## config.mk

```make
export PLATFORM = sky130hd
export DESIGN_NAME = mem_stage
export DESIGN_NICKNAME = d
export VERILOG_FILES = /design/src/rtl/mem_stage.sv
export SDC_FILE = /design/constraint.sdc
export NUM_CORES = 2
export LEC_CHECK = 0
export CAP_MARGIN = 20
export CORE_ASPECT_RATIO = 1.5
export CORE_MARGIN = 4
export CORE_UTILIZATION = 55
export CTS_BUF_LIST = sky130_fd_sc_hd__clkbuf_16
export CTS_CLUSTER_SIZE = 20
export DETAILED_ROUTE_END_ITERATION = 7
export DONT_BUFFER_PORTS = 1
export PLACE_DENSITY = 0.7
export RECOVER_POWER = 100
export SYNTH_ARGS = -nofsm -noshare
export SYNTH_HDL_FRONTEND = slang
export SYNTH_SLANG_ARGS = --single-unit
```

## constraint.sdc

```tcl
create_clock -name i_clk -period 3.4 [get_ports i_clk]
set_input_delay 0.17 -clock i_clk [delete_from_list [all_inputs] [get_ports i_clk]]
set_output_delay 0.17 -clock i_clk [all_outputs]
set_load 0.05 [all_outputs]
```

## src/rtl/mem_stage.sv

```systemverilog
// MEM stage of the 5-stage MIPS pipeline: byte-addressed data memory with
// byte/half/word loads and stores, plus the registered MEM/WB boundary.
module mem_stage #(
   parameter int NB_REG     = 32,
   parameter int NB_ADDR    = 5,
   parameter int MEM_DEPTH  = 64,
   parameter int NB_MEM_IDX = 6
) (
   input  logic                  i_clk,
   input  logic                  i_rst_n,
   input  logic                  i_enable,
   input  logic [NB_REG-1:0]     i_alu_result,
   input  logic [NB_REG-1:0]     i_write_data,
   input  logic                  i_mem_read,
   input  logic                  i_mem_write,
   input  logic [1:0]            i_width,
   input  logic                  i_unsigned,
   input  logic                  i_mem_to_reg,
   input  logic                  i_reg_write,
   input  logic [NB_ADDR-1:0]    i_write_reg,
   input  logic [NB_MEM_IDX-1:0] i_debug_addr,
   output logic [NB_REG-1:0]     o_wb_data,
   output logic [NB_REG-1:0]     o_read_data,
   output logic [NB_REG-1:0]     o_alu_result,
   output logic [NB_ADDR-1:0]    o_write_reg,
   output logic                  o_reg_write,
   output logic                  o_misaligned,
   output logic [NB_REG-1:0]     o_debug_data
);

   logic [NB_REG-1:0]     mem_q [MEM_DEPTH];
   logic [NB_MEM_IDX-1:0] word_idx;
   logic [1:0]            lane;
   logic                  is_byte;
   logic                  is_half;
   logic                  is_word;
   logic                  misaligned_c;
   logic                  store_en;
   logic [3:0]            byte_en;
   logic [NB_REG-1:0]     store_word;
   logic [NB_REG-1:0]     rd_word;
   logic [7:0]            rd_byte;
   logic [15:0]           rd_half;
   logic [NB_REG-1:0]     load_data;
   logic [NB_REG-1:0]     wb_c;

   logic [NB_REG-1:0]  wb_data_q,    wb_data_d;
   logic [NB_REG-1:0]  read_data_q,  read_data_d;
   logic [NB_REG-1:0]  alu_result_q, alu_result_d;
   logic [NB_ADDR-1:0] write_reg_q,  write_reg_d;
   logic               reg_write_q,  reg_write_d;
   logic               misaligned_q, misaligned_d;

   assign word_idx = i_alu_result[NB_MEM_IDX+1:2];
   assign lane     = i_alu_result[1:0];
   assign is_byte  = (i_width == 2'b00);
   assign is_half  = (i_width == 2'b01);
   assign is_word  = i_width[1];

   // Width 2'b11 is reserved and behaves exactly like a word access.
   assign misaligned_c = (i_mem_read | i_mem_write) &
                         ((is_half & lane[0]) | (is_word & (lane != 2'b00)));
   assign store_en     = i_enable & i_mem_write & ~misaligned_c;

   always_comb begin
      byte_en    = 4'b1111;
      store_word = i_write_data;
      if (is_byte) begin
         byte_en    = 4'b0001 << lane;
         store_word = {4{i_write_data[7:0]}};
      end else if (is_half) begin
         byte_en    = lane[1] ? 4'b1100 : 4'b0011;
         store_word = {2{i_write_data[15:0]}};
      end
   end

   always_ff @(posedge i_clk or negedge i_rst_n) begin
      if (!i_rst_n) begin
         for (int i = 0; i < MEM_DEPTH; i++) mem_q[i] <= '0;
      end else if (store_en) begin
         for (int b = 0; b < 4; b++) begin
            if (byte_en[b]) mem_q[word_idx][b*8 +: 8] <= store_word[b*8 +: 8];
         end
      end
   end

   assign rd_word = mem_q[word_idx];

   always_comb begin
      rd_byte = rd_word[7:0];
      case (lane)
         2'd1:    rd_byte = rd_word[15:8];
         2'd2:    rd_byte = rd_word[23:16];
         2'd3:    rd_byte = rd_word[31:24];
         default: rd_byte = rd_word[7:0];
      endcase
      rd_half = lane[1] ? rd_word[31:16] : rd_word[15:0];
   end

   // A store in the same cycle wins over the load, so load data reads as zero.
   always_comb begin
      load_data = '0;
      if (i_mem_read && !i_mem_write && !misaligned_c) begin
         if (is_byte)
            load_data = i_unsigned ? {{(NB_REG-8){1'b0}}, rd_byte}
                                   : {{(NB_REG-8){rd_byte[7]}}, rd_byte};
         else if (is_half)
            load_data = i_unsigned ? {{(NB_REG-16){1'b0}}, rd_half}
                                   : {{(NB_REG-16){rd_half[15]}}, rd_half};
         else
            load_data = rd_word;
      end
      wb_c = i_mem_to_reg ? load_data : i_alu_result;
   end

   always_comb begin
      wb_data_d    = wb_data_q;
      read_data_d  = read_data_q;
      alu_result_d = alu_result_q;
      write_reg_d  = write_reg_q;
      reg_write_d  = reg_write_q;
      misaligned_d = misaligned_q;
      if (i_enable) begin
         wb_data_d    = wb_c;
         read_data_d  = load_data;
         alu_result_d = i_alu_result;
         write_reg_d  = i_write_reg;
         reg_write_d  = i_reg_write;
         misaligned_d = misaligned_c;
      end
   end

   always_ff @(posedge i_clk or negedge i_rst_n) begin
      if (!i_rst_n) begin
         wb_data_q    <= '0;
         read_data_q  <= '0;
         alu_result_q <= '0;
         write_reg_q  <= '0;
         reg_write_q  <= 1'b0;
         misaligned_q <= 1'b0;
      end else begin
         wb_data_q    <= wb_data_d;
         read_data_q  <= read_data_d;
         alu_result_q <= alu_result_d;
         write_reg_q  <= write_reg_d;
         reg_write_q  <= reg_write_d;
         misaligned_q <= misaligned_d;
      end
   end

   assign o_wb_data    = wb_data_q;
   assign o_read_data  = read_data_q;
   assign o_alu_result = alu_result_q;
   assign o_write_reg  = write_reg_q;
   assign o_reg_write  = reg_write_q;
   assign o_misaligned = misaligned_q;
   assign o_debug_data = mem_q[i_debug_addr];

endmodule

```

==> impl_results.md <==
* Outcome: finished, violations left
* Failing checks: design-rule violations, negative hold slack, max-slew violations, negative setup slack
* Post-synthesis sequential area ratio at between 40% and 50%
* Layout cell share with drive strength beyond 1 at 25.77%
* Number of max-cap violations at 0
* Synthesis warning total at 0
* Fin Setup TNS at -2.217 ns
* Footprint of the multi-input gates at between 50000 and 60000 um^2
* Syn avg cell area at 11.52 um^2
* Clock skew at 0.04266 ns
* Die width at around 380 um
* Critical path's slowest cell: mux4_2
* Vias at 91479
* Distinct cell type count after synthesis at 100
* Cell Area, Synth at ~110000 um^2
* Synthesis-stage register bit count at roughly 2200
* Global Route Usage Sum at 41.46%
* Clock buffer depth at 4
* Register area at between 50000 and 60000 um^2
* Largest net degree at the start of global routing at between 500 and 600
* Worst hold path class: in2async
* Grt ovf at 0
* Post-placement setup slack at -2.096 ns
* # setup viols final at 16
* Fin crit period at roughly 3.6 ns
* Crit path required time at roughly 3.2 ns
* Max incr delay on CP at 1.00 ns
* Top post-synthesis cells by count: 2151 x dfrtp_1, 1254 x nor2_1, 1117 x a21oi_1, 821 x mux4_2, 724 x nand2_1
* Fin Hold WS at -1.024 ns
* Internal reg-to-reg setup slack at -0.01 ns
* Vias per cell at approximately 7.3
* Post-synth top area cell: dfrtp_1
* Hold-fix buffers at CTS at approximately 130
* Initial core utilization at between 50% and 60%
* Synth top area share at 48.09%
* H-tree Lvls at 4
* Ranking of synthesized cells by area: dfrtp_1 48%, mux4_2 17%, mux2_2 6.7%
* Vias in the first global route at roughly 90000
* Global-route wire length before repair at roughly 640 mm
* Synth async-reset ratio at between 90% and 100%
* Dominant synthesized flop cell: dfrtp_1
* CP Cell Sequence: mux4_2 -> mux4_2 -> mux4_2
* Final hold violations at around 210
* Final slew viol count at between 300 and 400
* Register bank with the most flops: mem_q
* Final Worst Setup Slack at -0.2487 ns
* Worst-Margin Slew at about 2.2 ns
* Largest register FFs at approximately 2000
* Post-Synthesis Cells at 9717
* Die Ht at between 500 and 600 um
* Cts bufs inserted at around 210
* Max VDD drop at ~400 uV
* Layout Cells excl Fill at between 10000 and 15000
* Filler Cells Inserted at roughly 16000
* Die ar. at between 200000 and 250000 um^2
* CP Data Arrival Time at approximately 3.5 ns
* Most frequent cell after synthesis: dfrtp_1
* Endpoint type of the worst setup path: output port
* I/O pins at 220
* Cell Rows at a little over 200
* Routability congestion estimate at a little under 1
* Kind of critical path: in2out
* Slew headroom at -49.08%
* Total core area at 202200 um^2
* Clk_lat worst skew at 0.88 ns
* Root buffer cell: clkbuf_16
* Max Fclk at roughly 270 MHz
* Placed cells at about 12000
* CTS tree: built
* Initial antenna violation count at 45
* Initial DRC Count at between 10000 and 15000
* Number of synthesized flops with an enable pin at 0
* # nets final at approximately 10000
* Cell area power density at approximately 480 nW/um^2
* Startpoint Class: input pin
* Clock net sink count at approximately 2200
* Final HPWL from detailed placement at 275.3 mm
* CP dominant cell by count: mux4_2
* Reg clk slew, reported paths at ~0.070 ns
* Antenna Nets Post-Route at 0
* FF-to-FF path depth at 9
* Drt wl/cell at around 36 um
* DRT Pass-1 Iters at 8
* RSZ-0062 raised after global routing: no
* Drt total wl at 445.6 mm
* Post-CTS Setup Bufs at 0
* # DRC at 1
* Net count after synthesis at 9802
* P_leak at 54.41 nW
* Placed standard-cell area at ~120000 um^2
* # port buffers at 0
* Finished Cell Area at ~120000 um^2
* Crit Path Max Fanout at just over 500
* Final worst path period share at 107.3%
* Area delta synth->final at 11.42%
-- power breakdown --
part / switching (mW) / internal [mW] / total [mW]
Combinational: 4.57 / 3.31 / 7.88
Clock: 10.5 / 12.9 / 23.3
Sequential: 1.57 / 27.1 / 28.7
-- layer usage --
layer | vias to the layer above | global-route usage (%) | share of wire [%]
met1 | 45687 | 48.34 | 32
met2 | 7296 | 60.22 | 43
met3 | 2349 | 15.42 | 14
met4 | 40 | 36.28 | 11
met5 | - | 0 | 0.062
li1 | 36107 | - | -
-- placed cells by master, fill, tap and decap left out, types with 112 or more instances in the layout --
cell / synthesis / final
nor2_1: 1254 / 1248
o22ai_1: 112 / 112
mux2_2: 669 / 669
a22oi_1: 159 / 159
dlygate4sd3_1: 0 / 116
mux2i_1: 216 / 198
o21ai_0: 608 / 596
dfrtp_1: 2151 / 2151
buf_4: 50 / 459
clkbuf_16: 0 / 215
a21oi_1: 1117 / 1108
a221oi_1: 154 / 154
nand2_1: 724 / 723
mux4_2: 821 / 821
-- worst max-delay path, delay by kind of cell --
kind,cells,cell delay (ns)
multiplexers,3,2.23
-- path summary, 6_finish.rpt --
kind | startpoint | to
worst max-delay path | i_debug_addr[1] | o_debug_data[16]
worst min-delay path | i_rst_n | o_alu_result[26]
worst max register to register | mem_q[1594] | o_wb_data[2]
worst min register to register | mem_q[1208] | mem_q[1208]
max in group asynchronous | i_rst_n | mem_q[1588]
min in group i_clk | i_alu_result[12] | o_alu_result[12]
-- area by class of cell --
cell class	count	share of cell area, %
multi-input cells	6625	43.45
clock buffers	206	4.133
repair buffers	667	5.320
well taps	2652	2.661
inverters	21	0.07324
flip-flops and latches	2151	43.16
clock inverters	159	1.126
diodes	38	0.07625
-- stage by stage --
| stage | power (mW) | utilization, % |
|---|---|---|
| finish | 59.89 | 61.68 |
| global route | 61.38 | 61.65 |
| CTS | 59.24 | 61.41 |
| detailed placement | 35.98 | 57.39 |
| global placement | 35.66 | 57.37 |
| floorplan | 33.69 | - |
-- logic make-up (layout without fill, tap and decap cells) --
kind of cell | after synthesis | after routing | share of synthesized area [%]
other | 0 | 38 | 0
flip-flops | 2151 | 2151 | 48.09
AND/OR/NAND/NOR | 2342 | 2342 | 8.757
multiplexers | 1728 | 1728 | 25.41
AO/OA/AOI/OAI | 2555 | 2555 | 13.80
buffers and inverters | 941 | 1053 | 3.948
-- timing repair --
| action | 4_1_cts | 5_1_grt |
|---|---|---|
| cloned | 3 | 10 |
| hold endpoints to repair | 1785 | 212 |
| gates resized for setup | 2 | 11 |
| endpoints found under the setup margin | 357 | 546 |
Power figures use the tool's default switching activity.
